File: src/rtl/mac_result_capture_pkg.sv
// Shared types and constants for the MAC result capture block: FSM states,
// binary16 field positions, flag bit indices and the stored entry layout.
package mac_result_capture_pkg;

  localparam int unsigned CNT_W       = 4;
  localparam int unsigned DATA_W      = 16;
  localparam int unsigned FLAG_W      = 4;
  localparam int unsigned DLY_W       = 3;
  localparam int unsigned OCC_W       = 2;
  localparam int unsigned DOT_LEN_DEF = 8;
  localparam int unsigned ACC_LAT_DEF = 2;

  localparam int unsigned EXP_MSB = 14;
  localparam int unsigned EXP_LSB = 10;
  localparam int unsigned MAN_MSB = 9;

  localparam int unsigned FLAG_NAN  = 3;
  localparam int unsigned FLAG_INF  = 2;
  localparam int unsigned FLAG_SUB  = 1;
  localparam int unsigned FLAG_ZERO = 0;

  typedef enum logic [1:0] {
    ST_IDLE  = 2'd0,
    ST_ARMED = 2'd1,
    ST_WAIT  = 2'd2,
    ST_DONE  = 2'd3
  } state_t;

  typedef struct packed {
    logic [FLAG_W-1:0] flags;
    logic [DATA_W-1:0] data;
  } entry_t;

  // Sign-agnostic binary16 class decode.
  function automatic logic [FLAG_W-1:0] classify(input logic [DATA_W-1:0] v);
    logic              exp_ones;
    logic              exp_zero;
    logic              man_nz;
    logic [FLAG_W-1:0] f;
    exp_ones     = &v[EXP_MSB:EXP_LSB];
    exp_zero     = ~|v[EXP_MSB:EXP_LSB];
    man_nz       = |v[MAN_MSB:0];
    f            = '0;
    f[FLAG_NAN]  = exp_ones & man_nz;
    f[FLAG_INF]  = exp_ones & ~man_nz;
    f[FLAG_SUB]  = exp_zero & man_nz;
    f[FLAG_ZERO] = exp_zero & ~man_nz;
    return f;
  endfunction

endpackage

File: src/rtl/mac_result_capture_if.sv
// Bundle of the MAC wrapper observation inputs and the result valid/ready bus.
interface mac_result_capture_if;
  import mac_result_capture_pkg::*;

  logic [CNT_W-1:0]  counter;
  logic [DATA_W-1:0] mac_result;
  logic              res_valid;
  logic              res_ready;
  logic [DATA_W-1:0] res_data;
  logic [FLAG_W-1:0] res_flags;
  logic [OCC_W-1:0]  res_count;
  logic              overrun;
  logic              busy;

  modport master (
    input  counter, mac_result, res_ready,
    output res_valid, res_data, res_flags, res_count, overrun, busy
  );

  modport slave (
    output counter, mac_result, res_ready,
    input  res_valid, res_data, res_flags, res_count, overrun, busy
  );

endinterface

File: src/rtl/mac_result_capture_result_fifo2.sv
// 2-deep synchronous FIFO built as a head/tail register pair; a push and pop
// in the same cycle are both accepted even when full.
module result_fifo2 #(
  parameter int unsigned W = 16
) (
  input  logic         clk,
  input  logic         reset,
  input  logic         push,
  input  logic         pop,
  input  logic [W-1:0] din,
  output logic [W-1:0] dout,
  output logic         full,
  output logic         empty,
  output logic [1:0]   count
);

  logic [W-1:0] slot0;
  logic [W-1:0] slot1;
  logic [1:0]   cnt;
  logic         pop_ok;
  logic         push_ok;

  assign pop_ok  = pop & (cnt != 2'd0);
  assign push_ok = push & ((cnt != 2'd2) | pop_ok);

  always_ff @(posedge clk or negedge reset) begin
    if (!reset) begin
      slot0 <= '0;
      slot1 <= '0;
      cnt   <= 2'd0;
    end else begin
      case ({push_ok, pop_ok})
        2'b10: begin
          if (cnt == 2'd0) slot0 <= din;
          else             slot1 <= din;
          cnt <= cnt + 2'd1;
        end
        2'b01: begin
          slot0 <= slot1;
          cnt   <= cnt - 2'd1;
        end
        2'b11: begin
          if (cnt == 2'd1) begin
            slot0 <= din;
          end else begin
            slot0 <= slot1;
            slot1 <= din;
          end
        end
        default: ;
      endcase
    end
  end

  assign dout  = slot0;
  assign full  = (cnt == 2'd2);
  assign empty = (cnt == 2'd0);
  assign count = cnt;

endmodule

File: src/rtl/mac_result_capture.sv
// Captures the final MAC accumulator value once per dot-product run and queues
// it in a 2-entry valid/ready buffer. RESULT_FLAGS_EN adds per-entry class flags.
module mac_result_capture
  import mac_result_capture_pkg::*;
#(
  parameter int unsigned DOT_LEN = DOT_LEN_DEF,
  parameter int unsigned ACC_LAT = ACC_LAT_DEF
) (
  input  logic                 clk,
  input  logic                 reset,
  mac_result_capture_if.master bus
);

`ifdef RESULT_FLAGS_EN
  localparam int unsigned ENTRY_W = $bits(entry_t);
`else
  localparam int unsigned ENTRY_W = DATA_W;
`endif

  state_t             state;
  state_t             state_next;
  logic [DLY_W-1:0]   delay;
  logic [DLY_W-1:0]   delay_next;
  logic               capture_c;
  logic               pop_c;
  logic               busy_q;
  logic               overrun_q;
  logic               fifo_full;
  logic               fifo_empty;
  logic [ENTRY_W-1:0] fifo_din;
  logic [ENTRY_W-1:0] fifo_dout;

  always_ff @(posedge clk or negedge reset) begin
    if (!reset) begin
      state <= ST_IDLE;
      delay <= '0;
    end else begin
      state <= state_next;
      delay <= delay_next;
    end
  end

  // Run tracking: arm on counter==0, time the drain after DOT_LEN, capture once.
  always_comb begin
    state_next = state;
    delay_next = delay;
    capture_c  = 1'b0;
    case (state)
      ST_IDLE: begin
        if (bus.counter == CNT_W'(0)) state_next = ST_ARMED;
      end
      ST_ARMED: begin
        if (bus.counter == CNT_W'(DOT_LEN)) begin
          if (ACC_LAT == 0) begin
            capture_c  = 1'b1;
            state_next = ST_DONE;
          end else begin
            state_next = ST_WAIT;
            delay_next = DLY_W'(ACC_LAT);
          end
        end
      end
      ST_WAIT: begin
        if (bus.counter == CNT_W'(0)) begin
          state_next = ST_ARMED;
          delay_next = '0;
        end else if (delay == DLY_W'(1)) begin
          capture_c  = 1'b1;
          state_next = ST_DONE;
          delay_next = '0;
        end else begin
          delay_next = delay - DLY_W'(1);
        end
      end
      ST_DONE: begin
        if (bus.counter == CNT_W'(0)) state_next = ST_ARMED;
      end
      default: state_next = ST_IDLE;
    endcase
  end

  assign pop_c = ~fifo_empty & bus.res_ready;

  always_ff @(posedge clk or negedge reset) begin
    if (!reset) begin
      busy_q    <= 1'b0;
      overrun_q <= 1'b0;
    end else begin
      busy_q <= (state_next == ST_WAIT);
      if (capture_c && fifo_full && !pop_c) overrun_q <= 1'b1;
    end
  end

`ifdef RESULT_FLAGS_EN
  entry_t ent_in;
  entry_t ent_out;
  assign ent_in        = '{flags: classify(bus.mac_result), data: bus.mac_result};
  assign fifo_din      = ent_in;
  assign ent_out       = fifo_dout;
  assign bus.res_data  = ent_out.data;
  assign bus.res_flags = ent_out.flags;
`else
  assign fifo_din      = bus.mac_result;
  assign bus.res_data  = fifo_dout;
  assign bus.res_flags = '0;
`endif

  result_fifo2 #(.W(ENTRY_W)) u_fifo (
    .clk   (clk),
    .reset (reset),
    .push  (capture_c),
    .pop   (pop_c),
    .din   (fifo_din),
    .dout  (fifo_dout),
    .full  (fifo_full),
    .empty (fifo_empty),
    .count (bus.res_count)
  );

  assign bus.res_valid = ~fifo_empty;
  assign bus.overrun   = overrun_q;
  assign bus.busy      = busy_q;

endmodule

File: src/flat_wrapper.sv
// flat-port wrapper written by rule: the top's interface ports become plain ports
module mac_result_capture_flat import mac_result_capture_pkg::*;
#(
  parameter int unsigned DOT_LEN = DOT_LEN_DEF,
  parameter int unsigned ACC_LAT = ACC_LAT_DEF
)
  (clk, reset, bus_counter, bus_mac_result, bus_res_ready, bus_res_valid, bus_res_data, bus_res_flags, bus_res_count, bus_overrun, bus_busy);
  mac_result_capture_if bus_i ();
  input  logic clk;
  input  logic reset;
  input wire logic [$bits(bus_i.counter)-1:0] bus_counter;
  input wire logic [$bits(bus_i.mac_result)-1:0] bus_mac_result;
  input wire logic [$bits(bus_i.res_ready)-1:0] bus_res_ready;
  output wire logic [$bits(bus_i.res_valid)-1:0] bus_res_valid;
  output wire logic [$bits(bus_i.res_data)-1:0] bus_res_data;
  output wire logic [$bits(bus_i.res_flags)-1:0] bus_res_flags;
  output wire logic [$bits(bus_i.res_count)-1:0] bus_res_count;
  output wire logic [$bits(bus_i.overrun)-1:0] bus_overrun;
  output wire logic [$bits(bus_i.busy)-1:0] bus_busy;
  assign bus_i.counter = bus_counter;
  assign bus_i.mac_result = bus_mac_result;
  assign bus_i.res_ready = bus_res_ready;
  assign bus_res_valid = bus_i.res_valid;
  assign bus_res_data = bus_i.res_data;
  assign bus_res_flags = bus_i.res_flags;
  assign bus_res_count = bus_i.res_count;
  assign bus_overrun = bus_i.overrun;
  assign bus_busy = bus_i.busy;
  mac_result_capture #(.DOT_LEN(DOT_LEN), .ACC_LAT(ACC_LAT)) u_core (.clk(clk), .reset(reset), .bus(bus_i));
endmodule
File: config.mk
export PLATFORM = sky130hd
export DESIGN_NAME = mac_result_capture_flat
export DESIGN_NICKNAME = d
export VERILOG_FILES = /design/src/rtl/mac_result_capture_pkg.sv /design/src/rtl/mac_result_capture_if.sv /design/src/rtl/mac_result_capture_result_fifo2.sv /design/src/rtl/mac_result_capture.sv /design/src/flat_wrapper.sv
export SDC_FILE = /design/constraint.sdc
export NUM_CORES = 1
export LEC_CHECK = 0
export CORE_AREA = 10 10 76 78
export CTS_CLUSTER_DIAMETER = 150
export DETAILED_ROUTE_END_ITERATION = 8
export DIE_AREA = 0 0 86 88
export GPL_TIMING_DRIVEN = 0
export PLACE_DENSITY = 0.82
export RECOVER_POWER = 25
export SYNTH_ARGS = -nofsm -noshare
export SYNTH_HDL_FRONTEND = slang
export SYNTH_HIERARCHICAL = 1
export SYNTH_SLANG_ARGS = --single-unit
export TNS_END_PERCENT = 30
File: constraint.sdc
create_clock -name clk -period 5.9 [get_ports clk]
set_input_delay 0.885 -clock clk [delete_from_list [all_inputs] [get_ports clk]]
set_output_delay 0.885 -clock clk [all_outputs]
set_load 0.1 [all_outputs]
==> impl_metrics.csv, run 1 <==
group,metric,value,unit
outcome,status,"finished, violations left",
outcome,violations,"max-capacitance violations, max-slew violations",
floorplan,num_io_pins,48,
global_route,grt_max_degree,42,
setup_path,rrSetupSlack,3500,ps
timing,period_minus_slack,3100,ps
clock_tree,cts_resized,0,
timing,grt_setup_unrepaired,"no",
place,gp_congestion,0.876,
clock_tree,cts_setup_buffers,0,
hold_path,hp-start,"u_core/bus.overrun",
synthesis,synth_seq_cells,41,
hold_path,min_path_cells,1,
layout,syn2layout_area_growth,26.7,%
floorplan,num_rows,24,
timing,tightest_slew,2110,ps
setup_path,crit_start,"u_core/u_fifo/count[1]",
synthesis,synthXorXnorAreaFrac,0.00386,
clock_tree,cts_sinks,41,
setup_path,cp-end-kind,"output pin",
synthesis,synthesis.area,2270,µm²
synthesis,ys_seq_area_frac,0.452,
timing,hold_viol,0,
synthesis,yosys.area_share.simple,0.162,
global_route,antenna_found_initial,0,
layout,fin_area,2880,µm²
setup_path,path_class,"flop to output pin",
synthesis,synth-compound-area-share,0.165,
clock_tree,holdBufCountCts,0,
setup_path,required,5020,ps
global_route,gr-total-overflow,0,
timing,fin_hold_ws,470,ps
timing,min_period_over_period,0.526,
layout,layout-drive-gt1-share,0.205,
timing,max_freq,0.322,GHz
floorplan,start_util,0.529,
global_route,grt_pass1_wl,8380,µm
synthesis,synth-adder-area-share,0.0386,
timing,final.setup_skew,7.56,ps
timing,finalSetupViolCount,0,
routing,via_per_inst,5.63,
clock_tree,htree_levels,2,
hold_path,hp-class,"flop to flop",
floorplan,die_area,7570,µm²
timing,maxSlewHeadroom,-0.405,
clock_tree,ctsRootBufferMaster,"clkbuf_8",
clock_tree,clk_path_buf_depth,2,
setup_path,arrival,2220,ps
routing,vias,1803,
floorplan,coreArea,4290,µm²
synthesis,synth-warning-count,6,
global_route,grt_usage,0.134,
hold_path,min_to,"u_core/bus.overrun",
routing,finalWirelength,5050,µm
clock_tree,cts_made_buffers,5,
clock_tree,cts_tree,"built",
synthesis,synth_edf_count,0,
layout,antenna_cells,0,
routing,drt_iter0_drc,74,
setup_path,start_kind,"flop",
clock_tree,clk_latency,290,ps
layout,finalNetCount,297,
layout,final_cell_mix,"41 x clkdlybuf4s50_1, 41 x dfrtp_1, 19 x nand3_1",
timing,drv_slew,42,
run,maxCapViolCount,1,
routing,drtPass1Iterations,4,
setup_path,r2r_start,"u_core/delay[1]",
synthesis,yosysUniqueCellTypes,41,
clock_tree,clk_pin_slew,70,ps
synthesis,synth_area_per_cell,10.6,µm²
floorplan,fp.dieH,88,µm
place,dpl_cell_area,2760,µm²
layout,multi_input_area,1080,µm²
synthesis,synth_top_family_by_area,"compound AO/OA/AOI/OAI gates",
floorplan,fp.dieW,86,µm
synthesis,ys.flop_type,"dfrtp_1",
layout,register_area,1030,µm²
place,hpwl,3740,µm
synthesis,yosys-mux-area-fraction,0.101,
setup_path,reg2reg_depth,9,
routing,drc_errors,0,
global_route,grt_pass1_vias,1861,
routing,ant_nets,0,
setup_path,crit_fanout,6,
place,portBuffers,42,
routing,wl_per_cell,15.8,µm
synthesis,netlist_instances,215,
synthesis,async_flop_share,1.00,
layout,fill_cells,357,
timing,setup_tns,0,ps
setup_path,regToRegEndpoint,"u_core/u_fifo/dout[9]",
logic make-up after synthesis:
family | count (synthesis)
buffers and inverters | 28
adders and majority gates | 7
and+or+nand+nor | 65
other | 1
DFF | 41
xor gates and xnor gates | 1
AOI/OAI and AO/OA | 51
muxes | 21
worst max path at each step:
stage | depth (start not counted) | end | slack [ps]
detailed placement | 9 | u_core/u_fifo/dout[9] | 2600
CTS | 4 | bus_res_valid | 2760
floorplan | 3 | bus_res_valid | 2990
global placement | 9 | u_core/u_fifo/dout[13] | 2670
finish | 4 | bus_res_valid | 2800
global route | 4 | bus_res_valid | 2710
synth_stat cells (2+ instances only):
cell type  instances  area (µm²)
buf_6              5        56.3
ha_1               7        87.6
a31oi_1            8        50.1
nand3_1           19        95.1
nor2_1             6        22.5
a31oi_2           10         125
mux2_2            16         180
dfrtp_1           41        1030
inv_1              7        26.3
nand2_1            6        22.5
clkbuf_1           8        30.0
o21ai_0           18        90.1
nor2b_1            4        25.0
a21oi_1            3        15.0
nand2b_1           2        12.5
o22ai_1            4        25.0
buf_2              3        15.0
mux2i_1            5        50.1
nor3_1            17        85.1
or2_1              2        12.5
buf_4              4        30.0
metal layers:
metal  routed length (µm)  track usage  vias up
li1                     -            -      876
met1                 2070        0.143      873
met2                 2540        0.237       47
met3                  364       0.0483        7
met4                   70       0.0539        0
met5                    0            0        -
through the flow:
stage / worst slack [ps] / std cells / util
floorplan: 2990 / 218 / -
global placement: 2670 / 312 / 0.644
detailed placement: 2600 / 312 / 0.643
CTS: 2760 / 320 / 0.670
global route: 2710 / 320 / 0.670
finish: 2800 / 320 / 0.670
critical path, cell delays in order, from the launching register on:
cell and delay [ps]:
dfrtp_1 420, inv_1 80, ha_1 240, inv_1 70
clkdlybuf4s50_1 1120
cell type report:
type	instances	area share
plain buffers	21	0.0509
clock buffers	7	0.0300
clock inverters	1	0.0104
inverters	7	0.00913
multi-input cells	149	0.376
flip-flops and latches	41	0.357
well taps	52	0.0226
repair buffers	42	0.144
flip-flops by register name, summed over array words and instances (netlist names):
signal               flops
u_core/bus.busy          1
u_core/bus.overrun       1
u_core/u_fifo/dout      16
u_core/delay             3
u_core/u_fifo/slot1     16
u_core/u_fifo/count      2
u_core/state             2
Power of run 1 is not shown: default switching activity piles up to over one toggle a cycle in this logic, so the estimate is an artifact.
==> inputs of run 2 (changes only) <==
--- a/config.mk
+++ b/config.mk
@@ -5,12 +5,12 @@
 export SDC_FILE = /design/constraint.sdc
 export NUM_CORES = 1
 export LEC_CHECK = 0
-export CORE_AREA = 10 10 76 78
+export CORE_AREA = 10 10 78 80
 export CTS_CLUSTER_DIAMETER = 150
 export DETAILED_ROUTE_END_ITERATION = 8
-export DIE_AREA = 0 0 86 88
+export DIE_AREA = 0 0 88 90
 export GPL_TIMING_DRIVEN = 0
-export PLACE_DENSITY = 0.82
+export PLACE_DENSITY = 0.78
 export RECOVER_POWER = 25
 export SYNTH_ARGS = -nofsm -noshare
 export SYNTH_HDL_FRONTEND = slang
==> constraint.sdc (replaced) <==
create_clock -name clk -period 3.2 [get_ports clk]
set_input_delay 0.48 -clock clk [delete_from_list [all_inputs] [get_ports clk]]
set_output_delay 0.48 -clock clk [all_outputs]
set_load 0.1 [all_outputs]
==> impl_metrics.csv, run 2 (synthesis gave the netlist of run 1 again) <==
group,metric,value,unit
outcome,status,"finished, violations left",
outcome,violations,"max-capacitance violations, max-slew violations",
clock_tree,clk_path_buf_depth,2,
routing,wl_per_cell,15.4,µm
timing,setup_tns,0,ps
clock_tree,cts_tree,"built",
place,place_worst_setup_slack,302,ps
layout,syn2layout_area_growth,25.5,%
layout,layout-drive-gt1-share,0.209,
clock_tree,cts_resized,0,
clock_tree,cts_made_buffers,5,
timing,min_period_over_period,0.839,
timing,fin_ws,516,ps
setup_path,path_class,"flop to output pin",
routing,via_per_inst,5.61,
setup_path,reg2reg_depth,9,
routing,vias,1808,
clock_tree,clk_pin_slew,80,ps
timing,finalSetupViolCount,0,
layout,finalNetCount,297,
clock_tree,ctsRootBufferMaster,"clkbuf_8",
hold_path,min_path_cells,2,
layout,antenna_cells,0,
clock_tree,cts_sinks,41,
hold_path,min_to,"u_core/state[0]",
setup_path,crit_fanout,6,
global_route,grt_pass1_vias,1793,
routing,finalWirelength,4950,µm
layout,fill_cells,400,
global_route,gr-total-overflow,0,
floorplan,die_area,7920,µm²
hold_path,hp-start,"bus_counter[3]",
run,maxCapViolCount,1,
floorplan,fp.dieW,88,µm
routing,drtPass1Iterations,4,
routing,drc_errors,0,
floorplan,coreArea,4600,µm²
setup_path,required,2720,ps
timing,final.setup_skew,2.41,ps
timing,tightest_slew,2130,ps
setup_path,start_kind,"flop",
setup_path,rrSetupSlack,810,ps
global_route,grt_usage,0.126,
clock_tree,holdBufCountCts,0,
setup_path,crit_slowest_cell,"clkdlybuf4s50_1",
global_route,antenna_found_initial,0,
layout,final_cell_mix,"41 x clkdlybuf4s50_1, 41 x dfrtp_1, 19 x nand3_1",
setup_path,cpMostUsedCell,"inv_1",
floorplan,num_rows,25,
timing,max_freq,0.373,GHz
routing,ant_nets,0,
setup_path,cpPeakStageDelay,1120,ps
floorplan,num_io_pins,48,
setup_path,r2r_start,"u_core/delay[1]",
floorplan,start_util,0.494,
timing,period_minus_slack,2680,ps
timing,hold_viol,0,
clock_tree,htree_levels,2,
place,hpwl,3740,µm
setup_path,arrival,2200,ps
clock_tree,cts_setup_buffers,0,
timing,grt_setup_unrepaired,"no",
place,gp_congestion,0.859,
floorplan,fp.dieH,90,µm
clock_tree,clk_latency,290,ps
timing,drv_slew,42,
global_route,grt_max_degree,42,
setup_path,cp-end-kind,"output pin",
global_route,grt_pass1_wl,8210,µm
setup_path,path_cells,"inv_1, ha_1, inv_1, clkdlybuf4s50_1",
hold_path,hp-class,"primary input to flop",
timing,maxSlewHeadroom,-0.423,
setup_path,worst_path_dominant_cell_family,"buffers and inverters",
routing,drt_iter0_drc,72,
place,portBuffers,42,
setup_path,regToRegEndpoint,"u_core/u_fifo/dout[1]",
setup_path,crit_buf_inv,3,
## run 2: cell types whose count changed in the layout (fill, tap and decap cells not counted), sizes merged
| cell | change |
|---|---|
| bufinv | -1 |
| clkinv | +2 |
| clkinvlp | +1 |
| clkbuf | -2 |
## run 2: worst max-delay path by stage
stage                                       from                       to  slack (ps)  cells after the start
after floorplan           u_core/u_fifo/count[0]  u_core/u_fifo/slot1[10]         540                      7
after global placement            bus_counter[2]   u_core/u_fifo/dout[11]         370                      9
after detailed placement          bus_counter[2]   u_core/u_fifo/dout[13]         300                      9
after CTS                 u_core/u_fifo/count[1]            bus_res_valid         480                      4
after global routing      u_core/u_fifo/count[1]            bus_res_valid         390                      4
final                     u_core/u_fifo/count[1]            bus_res_valid         520                      4
## run 2: per-stage QoR
step	hold WS, ps	std cells	instance area, µm²	utilization
global placement	450	314	2770	0.602
global route	392	322	2850	0.620
CTS	337	322	2850	0.620
detailed placement	456	314	2760	0.601
floorplan	184	218	2280	-
finish	401	322	2850	0.620
## run 2: cell type report
cell class,instances,area [µm²],share of cell area
plain buffers,21,146,0.0514
flip-flops and latches,41,1030,0.360
well taps,54,67.6,0.0237
repair buffers,42,414,0.145
clock inverters,3,17.5,0.00615
clock buffers,5,68.8,0.0242
multi-input cells,149,1080,0.380
inverters,7,26.3,0.00922
## run 2: layer usage
layer  track usage  share of wire  vias up
met5             0              0        -
met4        0.0625          0.015        0
met3        0.0325          0.080        6
met2         0.208           0.50       52
met1         0.144           0.40      871
li1              -              -      879
Power of run 2 is left out for the same reason.
==> inputs of run 3 (changes only) <==
==> constraint.sdc (replaced) <==
create_clock -name clk -period 2.6 [get_ports clk]
set_input_delay 0.39 -clock clk [delete_from_list [all_inputs] [get_ports clk]]
set_output_delay 0.39 -clock clk [all_outputs]
set_load 0.1 [all_outputs]
==> impl_metrics.csv, run 3 (synthesis gave the netlist of run 1 again) <==
group,metric,value,unit
outcome,violations,"max-capacitance violations, max-slew violations",
global_route,grt_usage,0.128,
layout,register_area,1030,µm²
floorplan,die_area,7920,µm²
clock_tree,clk_pin_slew,80,ps
clock_tree,ctsRootBufferMaster,"clkbuf_8",
timing,drv_slew,42,
timing,final.setup_skew,5.85,ps
setup_path,path_cells,"clkdlybuf4s50_1, or3_4, o21ai_0, nor2_1, buf_6, and3b_1, buf_6, or2_1, buf_6, buf_8, a31oi_2",
global_route,grt_pass1_vias,1765,
routing,drt_iter0_drc,86,
routing,finalWirelength,5000,µm
timing,grt_setup_unrepaired,"no",
setup_path,arrival,2650,ps
layout,syn2layout_area_growth,27.1,%
layout,layout-drive-gt1-share,0.216,
setup_path,required,2820,ps
routing,drtPass1Iterations,4,
clock_tree,htree_levels,2,
global_route,grt_pass1_wl,8340,µm
outcome,status,"finished, violations left",
layout,antenna_cells,0,
clock_tree,cts_tree,"built",
place,hpwl,3780,µm
timing,fin_hold_ws,303,ps
global_route,grt_max_degree,42,
hold_path,hp-class,"primary input to flop",
routing,vias,1790,
setup_path,crit_fanout,10,
run,maxCapViolCount,1,
timing,period_minus_slack,2430,ps
floorplan,fp.dieW,88,µm
global_route,gr-total-overflow,0,
timing,max_freq,0.411,GHz
clock_tree,cts_sinks,41,
floorplan,start_util,0.494,
timing,min_period_over_period,0.936,
global_route,antenna_found_initial,0,
place,portBuffers,42,
timing,tightest_slew,2130,ps
routing,wl_per_cell,15.5,µm
setup_path,cp-end-kind,"flop",
clock_tree,clk_latency,290,ps
floorplan,fp.dieH,90,µm
layout,multi_input_area,1080,µm²
floorplan,num_rows,25,
setup_path,cpMostUsedCell,"buf_6",
setup_path,path_class,"primary input to flop",
layout,finalNetCount,297,
setup_path,start_kind,"primary input",
floorplan,num_io_pins,48,
routing,ant_nets,0,
layout,fill_cells,402,
timing,hold_viol,0,
clock_tree,holdBufCountCts,0,
clock_tree,cts_made_buffers,5,
setup_path,cpPeakStageDelay,460,ps
layout,final_cell_mix,"40 x clkdlybuf4s50_1, 40 x dfrtp_1, 19 x nand3_1",
place,gp_congestion,0.860,
routing,via_per_inst,5.56,
setup_path,crit_slowest_cell,"clkdlybuf4s50_1",
timing,maxSlewHeadroom,-0.420,
floorplan,coreArea,4600,µm²
routing,drc_errors,0,
timing,finalSetupViolCount,0,
clock_tree,clk_path_buf_depth,2,
-- run 3: through the flow --
stage               utilization  cell area [µm²]  TNS (ps)  cells  setup WS, ps
CTS                       0.627             2880         0    322           124
finish                    0.627             2880         0    322           167
floorplan                     -             2280         0    218          7.83
global placement          0.602             2770     -2500    314          -143
detailed placement        0.601             2770     -3030    314          -197
global route              0.627             2880         0    322          29.4
-- run 3: area by class of cell --
class,count,share of cell area
Multi-Input combinational cell,149,0.375
Sequential cell,41,0.356
Timing Repair Buffer,42,0.143
Buffer,21,0.0512
Clock buffer,6,0.0286
Tap cell,54,0.0234
Clock inverter,2,0.0130
Inverter,7,0.00911
-- run 3: worst paths after layout --
check	slack (ps)	endpoint	depth (start not counted)	startpoint
worst max register to register	210	u_core/u_fifo/dout[13]	9	u_core/delay[1]
worst min-delay path	300	u_core/state[0]	2	bus_counter[3]
max in group asynchronous	510	u_core/u_fifo/count[0]	1	reset
min in group asynchronous	710	u_core/u_fifo/slot1[2]	1	reset
worst max-delay path	170	u_core/u_fifo/dout[12]	11	bus_counter[2]
worst min register to register	470	u_core/bus.overrun	1	u_core/bus.overrun
-- run 3: metal layers --
layer	track usage	wire [µm]	vias up
li1	-	-	876
met1	0.144	1990	843
met2	0.215	2490	64
met3	0.0352	425	7
met4	0.0598	97	0
met5	0	0	-
-- run 3: repair_timing --
action,4_1_cts,5_1_grt
setup buffers,0,0
resized for setup,1,2
setup endpoints to repair,1,10
-- run 3: critical path: cells and delay by family --
kind	cells	cell delay, ps
AND/OR/NAND/NOR	4	900
buffers and inverters	5	1010
AO/OA/AOI/OAI	2	350
Power of run 3 is left out for the same reason.
